File: src/rtl/spi_fsm_pkg.sv
// Shared types and defaults for the SPI memory-slave control FSM.
package spi_fsm_pkg;

    localparam int FRAME_BITS_DEFAULT = 8;

    typedef enum logic [3:0] {
        IDLE   = 4'd0,
        GET    = 4'd1,
        GOT    = 4'd2,
        READ1  = 4'd3,
        READ2  = 4'd4,
        READ3  = 4'd5,
        WRITE1 = 4'd6,
        WRITE2 = 4'd7,
        DONE   = 4'd8
    } state_t;

endpackage

File: src/rtl/spi_fsm_bit_counter.sv
// Clear/enable up-counter with a terminal-count flag; clear wins over enable.
module bit_counter #(
    parameter int WIDTH    = 3,
    parameter int TERMINAL = 7
) (
    input  logic             clk,
    input  logic             rst_n,
    input  logic             clear,
    input  logic             enable,
    output logic [WIDTH-1:0] count,
    output logic             tc
);

    always_ff @(posedge clk or negedge rst_n) begin
        if (!rst_n) begin
            count <= '0;
        end else if (clear) begin
            count <= '0;
        end else if (enable) begin
            count <= count + 1'b1;
        end
    end

    assign tc = (count == WIDTH'(TERMINAL));

endmodule

File: src/rtl/spi_fsm.sv
// Control FSM for the SPI memory slave: address/RW frame, then a read-out or write-in byte.
module spi_fsm
    import spi_fsm_pkg::*;
#(
    parameter int FRAME_BITS = FRAME_BITS_DEFAULT
) (
    input  logic s_clk,
    input  logic rst_n,
    input  logic CS,
    input  logic read_write,
    output logic miso_buff,
    output logic ad_we,
    output logic sr_we,
    output logic dm_we
);

    localparam int CNT_W = $clog2(FRAME_BITS);

    state_t           state;
    state_t           state_next;
    logic [CNT_W-1:0] count;
    logic             frame_end;
    logic             cnt_clear;
    logic             cnt_enable;

    always_ff @(posedge s_clk or negedge rst_n) begin
        if (!rst_n) begin
            state <= IDLE;
        end else begin
            state <= state_next;
        end
    end

    // CS high overrides every transition; invalid encodings fall back to IDLE.
    always_comb begin
        state_next = state;
        if (CS) begin
            state_next = IDLE;
        end else begin
            case (state)
                IDLE:    state_next = GET;
                GET:     if (frame_end) state_next = GOT;
                GOT:     state_next = read_write ? READ1 : WRITE1;
                READ1:   state_next = READ2;
                READ2:   state_next = READ3;
                READ3:   if (frame_end) state_next = DONE;
                WRITE1:  if (frame_end) state_next = WRITE2;
                WRITE2:  state_next = DONE;
                DONE:    state_next = DONE;
                default: state_next = IDLE;
            endcase
        end
    end

    always_comb begin
        miso_buff  = 1'b0;
        ad_we      = 1'b0;
        sr_we      = 1'b0;
        dm_we      = 1'b0;
        cnt_enable = 1'b0;
        case (state)
            GET:     cnt_enable = 1'b1;
            GOT:     ad_we      = 1'b1;
            READ2:   sr_we      = 1'b1;
            READ3:   begin
                miso_buff  = 1'b1;
                cnt_enable = 1'b1;
            end
            WRITE1:  cnt_enable = 1'b1;
            WRITE2:  dm_we      = 1'b1;
            default: ;
        endcase
    end

    // Every state entry starts the bit count from zero.
    assign cnt_clear = CS || (state_next != state);

    bit_counter #(
        .WIDTH    (CNT_W),
        .TERMINAL (FRAME_BITS - 1)
    ) u_bit_counter (
        .clk    (s_clk),
        .rst_n  (rst_n),
        .clear  (cnt_clear),
        .enable (cnt_enable),
        .count  (count),
        .tc     (frame_end)
    );

endmodule

File: config.mk
export PLATFORM = sky130hd
export DESIGN_NAME = spi_fsm
export DESIGN_NICKNAME = d
export VERILOG_FILES = /design/src/rtl/spi_fsm_pkg.sv /design/src/rtl/spi_fsm_bit_counter.sv /design/src/rtl/spi_fsm.sv
export SDC_FILE = /design/constraint.sdc
export NUM_CORES = 1
export LEC_CHECK = 0
export CAP_MARGIN = 40
export CORE_AREA = 2 2 39 41
export DETAILED_ROUTE_END_ITERATION = 8
export DIE_AREA = 0 0 41 43
export GPL_ROUTABILITY_DRIVEN = 0
export PLACE_DENSITY = 0.62
export SLEW_MARGIN = 30
export SYNTH_ARGS = -nofsm -noshare
export SYNTH_HDL_FRONTEND = slang
export SYNTH_SLANG_ARGS = --single-unit
File: constraint.sdc
create_clock -name s_clk -period 2.03 [get_ports s_clk]
set_input_delay 0.406 -clock s_clk [delete_from_list [all_inputs] [get_ports s_clk]]
set_output_delay 0.406 -clock s_clk [all_outputs]
set_load 0.01 [all_outputs]
==> parameters.txt <==
Parameter                              Value

Floorplan
  Overall die width    41 um
  Number of core rows    14
  Die Footprint    1760 um2
  Initial core utilization    0.375
  Overall die height    43 um
  Standard cell core area    1380 um2
  Number of ports placed on the die boundary    8

Drt
  Wire per inst    11.8 um
  Vias    447
  Number of DRC markers after the initial detailed-route iteration    14
  Total iterations of the first detailed-routing run    4
  Post-detailed-route count of antenna-violating nets    0
  Vias per cell    5.26
  Routed wire length    1.01 mm
  DRC violations left    0

Logic synthesis
  Synthesized area divided by synthesized cell count    8.95 um2
  Proportion of synthesized chip area in sequential cells    0.337
  Number of warnings issued by yosys    0
  Post-synthesis net count    64
  Mapped Area    519 um2
  Number of storage elements in the synthesis netlist    7
  Share of the synthesized area in the top cell type    0.337
  Post-synthesis cell type with the largest combined area    dfrtp_1
  Instance count of the mapped netlist    58
  Leading cell types by total area after synthesis    dfrtp_1 (34%), nor3_1 (9.6%), a21oi_1 (5.8%), o32ai_4 (5.3%), ha_1 (4.8%)
  Count of unique library cells instantiated by Yosys    21

Place
  IO Port Bufs    7
  Post-place instance area    613 um2
  HPWL after DPL    808 um

Pwr
  Fraction of power spent switching nets    0.212
  Proportion of power drawn by flip-flops and latches    0.492
  Static leakage power    0.318 nW
  Overall Power    295 uW
  Power spent charging and discharging nets    62.4 uW
  Gate power share    0.109
  Clock share of power    0.400
  IR Drop Worst-Case VDD    0.000310 V
  Power density relative to cell area    458 nW/um2
  Internal power of the cells    232 uW

GRT
  Global-route wire length before repair    1.81 mm
  Final global-route overflow total    0
  Pin count of the biggest net entering global routing    11
  Vias in the first global route    422
  GR Util All Layers    0.149
  Initial antenna violation count    0

STA
  Final min period    1.79 ns
  Total negative slack    0 ns
  Number of max-slew violations in the final report    0
  Unrepaired setup endpoints after global routing    no
  Layout Skew    0.00132 ns
  Total setup violations reported at the end of the flow    0
  Number of failing hold endpoints at the final stage    0
  Worst relative slew slack    0.751
  Actual slew at the worst max-slew pin    0.373 ns
  Share of the clock period used by the worst path    0.879
  Highest attainable clock frequency    560 MHz

Setup path
  Worst setup path start    state[1]$_DFF_PN0_
  Maximum fanout encountered on the critical timing path    8
  Worst R2R Setup Slack    0.39 ns
  Category of the most critical setup path    flop to output pin
  Required time at the worst-slack endpoint    1.62 ns
  Critical register-to-register path startpoint    u_bit_counter.count[0]$_DFFE_PN0P_
  Critical path launch point type    flop
  Critical Path End    ad_we
  WP data arrival    1.38 ns
  Element type at the critical path end    output pin
  Worst reg2reg endpoint    u_bit_counter.count[0]$_DFFE_PN0P_
  R2R depth    6

Cells and area
  Final core utilization    0.465
  Total number of nets in the final design    76
  Relative area change from synthesis to final layout    23.9%
  Fraction of final layout cells with drive strength greater than 1    0.159
  Cell area after layout    643 um2
  Diodes inserted    0

Clocking
  Clock Path Buffers    2
  CTS tree    yes
  Post-CTS Setup Inserts    0
  H-Tree Depth    1
  Clock insertion delay at the later pin of the skew report    0.24 ns
  Number of buffers created by CTS    3
  Root buffer cell    clkbuf_4
  Clock sinks    7
  Register clock-pin slew on the reported worst setup and hold paths    0.05 ns
  Count of hold-fix buffers inserted at cts    0

Worst hold path
  Type of the most critical hold path    input pin to async pin

Run status
  Result of the run    completed

Run
  Max-capacitance violation count    0
## kinds of logic after synthesis
group / count (synthesis) / share of synthesized area
buffers and inverters: 7 / 0.0723
adder cells (fa/ha/maj): 2 / 0.0482
XOR/XNOR: 1 / 0.0169
AO/OA/AOI/OAI: 14 / 0.207
multiplexers: 3 / 0.0602
AND/OR/NAND/NOR: 24 / 0.258
flip-flops: 7 / 0.337
## per-layer routing
metal,part of all wire,routed length (um),GRT usage
met5,0,0,0
met4,0,0,0.0800
met3,0.038,38,0.0419
met2,0.47,471,0.175
met1,0.49,496,0.237
## cell usage after synthesis, drive strengths merged
library cell / count
mux2i: 2
o211ai: 2
a21oi: 6
dfrtp: 7
ha: 2
or2b: 1
xnor2: 1
a211oi: 3
buf: 4
mux2: 1
o21ai: 1
nand3b: 1
inv: 3
a21o: 1
nor3: 10
nor4: 1
nand2b: 3
or3b: 2
nor2: 6
o32ai: 1
## worst min-delay path by stage
stage,from,to,slack (ns),cells past startpoint
after detailed placement,u_bit_counter.count[0]$_DFFE_PN0P_,u_bit_counter.count[0]$_DFFE_PN0P_,0.55,2
after CTS,rst_n,u_bit_counter.count[2]$_DFFE_PN0P_,0.42,1
after global routing,rst_n,state[0]$_DFF_PN0_,0.43,1
after floorplan,rst_n,state[0]$_DFF_PN0_,0.11,0
final,rst_n,state[2]$_DFF_PN0_,0.42,1
after global placement,u_bit_counter.count[0]$_DFFE_PN0P_,u_bit_counter.count[0]$_DFFE_PN0P_,0.55,2
## flip-flops by register name, summed over array words and instances, names as in the netlist
name and cells:
state 4, u_bit_counter.count 3
## final cells by class
cell class / count / area (um2)
Fill cell: 130 / 741
Timing Repair Buffer: 11 / 103
Multi-Input combinational cell: 44 / 307
Sequential cell: 7 / 176
Clock buffer: 4 / 26.3
Inverter: 3 / 11.3
Tap cell: 16 / 20.0
## what timing repair did
| action | in CTS | in global routing |
|---|---|---|
| endpoints found under the hold margin | 0 | 0 |
| gates resized for setup | 3 | 2 |
| setup endpoints to repair | 3 | 2 |
## stage by stage
step           hold WS [ns]  setup slack (ns)  cells
2_1_floorplan         0.110             0.567     58
3_3_place_gp          0.553             0.191     81
3_5_place_dp          0.555             0.168     81
4_1_cts               0.421           0.00831     85
5_1_grt               0.427             0.124     85
6_report              0.418             0.245     85
## worst max-delay path: stages (launching register included)
cell           delay [ns]
dfrtp_2              0.43
or2b_1               0.30
nor3_1               0.13
dlygate4sd2_1        0.28
## power by group through the flow
stage	Combinational, mW	Sequential [mW]	Clock (mW)
4_1_cts	0.0325	0.145	0.124
2_1_floorplan	0.0179	0.146	0
3_5_place_dp	0.0323	0.147	0
5_1_grt	0.0357	0.145	0.140
6_report	0.0320	0.145	0.118
3_3_place_gp	0.0320	0.147	0
## cells in the final DEF (no fill, tap or decap), drive strengths merged
master,count
a211oi,3
inv,3
mux2,1
mux2i,2
or3b,2
dfrtp,7
or2b,1
o32ai,1
nor4,1
nand2b,3
ha,2
nand3b,1
clkdlybuf4s50,3
a21oi,6
clkbuf,4
xnor2,1
buf,4
nor2,6
dlymetal6s2s,2
o211ai,2
o21ai,1
a21o,1
nor3,10
dlygate4sd2,2
(Power assumes the default switching activity.)
